[src/rtl/cpu_pkg.sv]
// Shared datapath width defaults for the CPU pipeline registers.
package cpu_pkg;
  localparam int DEF_DATA_W = 32;
  localparam int DEF_PC_W   = 32;
  localparam int DEF_REG_AW = 4;
endpackage

[src/rtl/pipe_reg.sv]
// Generic pipeline flop: async active-low reset to 0, synchronous clear, hold enable.
module pipe_reg #(
  parameter int WIDTH = 1
) (
  input  logic             clk,
  input  logic             rst_n,
  input  logic             hold,
  input  logic             clr,
  input  logic [WIDTH-1:0] d,
  output logic [WIDTH-1:0] q
);
  logic [WIDTH-1:0] q_q;
  logic [WIDTH-1:0] q_d;

  // Clear dominates hold so a bubble can be inserted into a stalled stage.
  always_comb begin
    q_d = q_q;
    if (clr) begin
      q_d = '0;
    end else if (!hold) begin
      q_d = d;
    end
  end

  always_ff @(posedge clk or negedge rst_n) begin
    if (!rst_n) begin
      q_q <= '0;
    end else begin
      q_q <= q_d;
    end
  end

  assign q = q_q;
endmodule

[src/rtl/ex_wb_register.sv]
// EX->WB pipeline register with stall/flush and forwarding address-match flags.
module ex_wb_register
  import cpu_pkg::*;
#(
  parameter int DATA_W = DEF_DATA_W,
  parameter int PC_W   = DEF_PC_W,
  parameter int REG_AW = DEF_REG_AW
) (
  input  logic              clk,
  input  logic              rst_n,
  input  logic              stall,
  input  logic              flush,
  input  logic [DATA_W-1:0] regs_bank_in,
  input  logic [DATA_W-1:0] mux2_in,
  input  logic [PC_W-1:0]   pc_in,
  input  logic [REG_AW-1:0] regC_adress_in,
  input  logic              write_inst_in,
  input  logic [REG_AW-1:0] src_a_addr,
  input  logic [REG_AW-1:0] src_b_addr,
  output logic [DATA_W-1:0] regs_bank_out,
  output logic [DATA_W-1:0] mux2_out,
  output logic [PC_W-1:0]   pc_out,
  output logic [REG_AW-1:0] regC_adress_out,
  output logic              write_inst_out,
  output logic              valid_out,
  output logic              fwd_a_match,
  output logic              fwd_b_match
);
  pipe_reg #(.WIDTH(DATA_W)) u_regs_bank (
    .clk(clk), .rst_n(rst_n), .hold(stall), .clr(flush),
    .d(regs_bank_in), .q(regs_bank_out)
  );

  pipe_reg #(.WIDTH(DATA_W)) u_mux2 (
    .clk(clk), .rst_n(rst_n), .hold(stall), .clr(flush),
    .d(mux2_in), .q(mux2_out)
  );

  pipe_reg #(.WIDTH(PC_W)) u_pc (
    .clk(clk), .rst_n(rst_n), .hold(stall), .clr(flush),
    .d(pc_in), .q(pc_out)
  );

  pipe_reg #(.WIDTH(REG_AW)) u_regc (
    .clk(clk), .rst_n(rst_n), .hold(stall), .clr(flush),
    .d(regC_adress_in), .q(regC_adress_out)
  );

  pipe_reg #(.WIDTH(1)) u_write (
    .clk(clk), .rst_n(rst_n), .hold(stall), .clr(flush),
    .d(write_inst_in), .q(write_inst_out)
  );

  // Any load brings in a real instruction; only flush or reset creates a bubble.
  pipe_reg #(.WIDTH(1)) u_valid (
    .clk(clk), .rst_n(rst_n), .hold(stall), .clr(flush),
    .d(1'b1), .q(valid_out)
  );

  // Register 0 is deliberately not excluded from matching.
  assign fwd_a_match = write_inst_out & valid_out & (regC_adress_out == src_a_addr);
  assign fwd_b_match = write_inst_out & valid_out & (regC_adress_out == src_b_addr);
endmodule

[config.mk]
export PLATFORM = sky130hd
export DESIGN_NAME = ex_wb_register
export DESIGN_NICKNAME = d
export VERILOG_FILES = /design/src/rtl/cpu_pkg.sv /design/src/rtl/pipe_reg.sv /design/src/rtl/ex_wb_register.sv
export SDC_FILE = /design/constraint.sdc
export NUM_CORES = 1
export LEC_CHECK = 0
export ABC_AREA = 1
export CAP_MARGIN = 10
export CORE_ASPECT_RATIO = 1.25
export CORE_UTILIZATION = 42
export CTS_CLUSTER_SIZE = 16
export DETAILED_ROUTE_END_ITERATION = 8
export PLACE_DENSITY = 0.8
export REMOVE_ABC_BUFFERS = 1
export SKIP_LAST_GASP = 1
export SLEW_MARGIN = 20
export SYNTH_ARGS = -nofsm -noshare
export SYNTH_HDL_FRONTEND = slang
export SYNTH_SLANG_ARGS = --single-unit
[constraint.sdc]
create_clock -name clk -period 1.25 [get_ports clk]
set_clock_uncertainty 0.2 [all_clocks]
set_input_delay 0.25 -clock clk [delete_from_list [all_inputs] [get_ports clk]]
set_output_delay 0.25 -clock clk [all_outputs]
set_load 0.01 [all_outputs]
==> impl_metrics.toml <==
[power_and_ir_drop]
clkPwrFrac = 0.359
comb_power_share = 0.215
vdd.ir_drop.worst_mv = 0.677
p_seq_frac = 0.427
p_leak_nw = 4.01
switching_power_w = 0.00216
p_int_w = 0.00649
power_density_nw_per_um2 = 1130
power.share.switching = 0.250

[placement]
dp.cells = 826
gp_congestion = 0.800
dp_slack_ps = -862
placed_area_um2 = 7060
place_hpwl_mm = 9.63
port_buffers = 216

[timing]
finalCritPeriodShare = 1.38
final_hold_viol_count = 0
setup_viol = 104
slew_headroom = 0.636
tns_ps = -7470
layout_setup_ws_ps = -472
whs_ps = 94.1
rsz0062_at_grt = "yes"
period_minus_slack_ps = 1720
slew_violations = 0
fmax_mhz = 581
worst_slew_pin_slew_ps = 546

[clock_network]
cts_root_buf = "clkbuf_16"
clkSlewWorstSetupHoldPaths_ps = 70
cts_tree = "yes"
htree_levels = 3
clock_path_buffers = 2
worstSkewPairLatency_ps = 330
clock-sinks = 102
numCtsBuffers = 9

[layout]
n_antenna_cell = 0
drive_gt1_frac = 0.352
postLayoutCellArea_um2 = 7620
syn2layout_area_growth_pct = 62.9
final_cells = 904
final_nets = 880

[logic_synthesis]
synthesis.area_um2 = 4680
yosysTopAreaCell = "dfrtp_1"
syn_avg_cell_area_um2 = 9.69
ys_types = 18
synth-warning-count = 0
syn_inst = 483
synth_top_area_frac = 0.545
seq_area_frac_synth = 0.545
yosys_register_bits = 102
synthTopCellsByArea = "dfrtp_1, nand3_1, nand3_2"

[status]
status = "finished with violations"
violations = "setup timing"

[critical_path]
crit_chain = "nand2_1 > a21oi_1 > nand3_1 > nor2_1 > buf_2"
crit_path_top_delay_cell = "dfrtp_1"
crit_type = "flip-flop to output pin"
crit_start = "u_valid.q"
rrSetupSlack_ps = 80
critPathArrivalTime_ps = 1270
reg2reg_to = "u_mux2.q[17]"
path_max_fanout = 2
worst-path-stages = 5
cp_data_required_time_ps = 800
start_kind = "flip-flop"
end_kind = "output pin"
r2r_cells = 5
critPathMaxStageDelay_ps = 370
crit_end = "fwd_a_match"
critical_path.top_delay_family = "flip-flops"
crit-reg2reg-launch = "u_mux2.q[17]"
path_buf_inv = 1

[global_routing]
met2_usage = 0.426
grt_use_met3 = 0.0488
grt_use_met1 = 0.277
grtUsageTotal = 0.241
grt_overflow = 0
grt_pass1_wl_mm = 21.6
gr-max-usage-layer = "met2"
grt_pass1_vias = 4572
grt_max_degree = 57
antenna_found_initial = 0

[floorplanning]
rows = 42
io_pins = 217
fp.dieH_um = 120
die_w_um = 96.4
coreArea_um2 = 10700
dieArea_um2 = 11600
start_util = 0.437

[worst_hold_path]
hold_path.class = "input pin to flip-flop"

[drt]
drtIter0Drc = 274
wire_per_inst_um = 15.6
drtPass1Iterations = 4
avgViaCountPerCell = 5.03
drcViolationCount = 0
vias = 4546
ant_nets = 0
drt-total-wl_mm = 14.1

[job]
maxCapViolations = 0
-- stage by stage --
| stage | utilization | total power, W |
|---|---|---|
| final | 0.711 | 0.00865 |
| after global routing | 0.711 | 0.00904 |
| after CTS | 0.678 | 0.00857 |
| after detailed placement | 0.658 | 0.00551 |
| after global placement | 0.658 | 0.00545 |
| after floorplan | - | 0.00424 |
-- cell type report --
type,instances,area (um2)
Inverter,12,50.0
Tap cell,132,165
Clock inverter,3,65.1
Clock buffer,13,270
Timing Repair Buffer,316,2780
Sequential cell,102,2550
Multi-Input combinational cell,326,1740
Fill cell,785,3100
-- Yosys cell counts --
cell type  count
nor2_1         4
buf_2         23
dfrtp_1      102
o211ai_1       1
inv_1         11
o21ai_1        4
inv_4          1
clkbuf_1       3
nand3_1      155
nand2_8        1
buf_4          7
or2_0          1
nand3_2       45
buf_6          4
buf_12         6
a21oi_1        3
xnor2_1        1
nand2_1      111
-- placed cells by master (no fill, tap or decap), types with 4 or more instances in the layout --
| cell | count |
|---|---|
| buf_12 | 9 |
| buf_2 | 61 |
| buf_4 | 90 |
| buf_6 | 45 |
| clkbuf_16 | 9 |
| clkdlybuf4s50_1 | 108 |
| dfrtp_1 | 102 |
| inv_1 | 8 |
| nand2_1 | 111 |
| nand3_1 | 155 |
| nand3_2 | 45 |
| o21ai_1 | 4 |
-- metal layers --
metal | routed length, um | vias up
met1 | 5280 | 2175
li1 | - | 2184
met3 | 885 | 29
met4 | 410 | 0
met5 | 0 | -
met2 | 7500 | 158
-- worst min path at each step --
stage	slack, ps	depth (start not counted)	startpoint	to
floorplan	-250	0	rst_n	u_mux2.q[0]
global placement	70	2	rst_n	u_mux2.q[31]
finish	90	2	flush	u_valid.q
global route	100	2	flush	u_valid.q
detailed placement	70	2	rst_n	u_mux2.q[1]
CTS	90	2	flush	u_valid.q
-- cells by family (layout without fill, tap and decap cells) --
family | count (synthesis) | count (layout) | synth area share
AOI/OAI and AO/OA | 8 | 8 | 0.00909
xor gates and xnor gates | 1 | 1 | 0.00187
buffers and inverters | 55 | 344 | 0.0837
DFF | 102 | 102 | 0.545
and+or+nand+nor | 317 | 317 | 0.360
-- what timing repair did --
item / 4_1_cts / 5_1_grt
hold buffers: 1 / 0
buffers inserted: 29 / 34
setup endpoints to repair: 205 / 104
resized for setup: 451 / 21
endpoints found under the hold margin: 102 / 0
pin swaps: 2 / 3
-- power by group through the flow --
stage	clock (W)	combinational, W	sequential, W
after floorplan	0	0.000401	0.00384
after global placement	0	0.00173	0.00372
after detailed placement	0	0.00177	0.00374
after CTS	0.00317	0.00171	0.00368
after global routing	0.00332	0.00201	0.00371
final	0.00310	0.00186	0.00369
-- worst register-to-register path: stages, from the launching register on --
cell and delay, ps:
dfrtp_1 370, buf_4 130, buf_4 120, buf_4 120, nand3_1 70, nand2_1 60
-- state kept, by name (all words and copies together) (netlist names) --
name / flops
u_regc.q: 4
u_write.q: 1
u_pc.q: 32
u_valid.q: 1
u_regs_bank.q: 32
u_mux2.q: 32
Power figures use the tool's default switching activity.
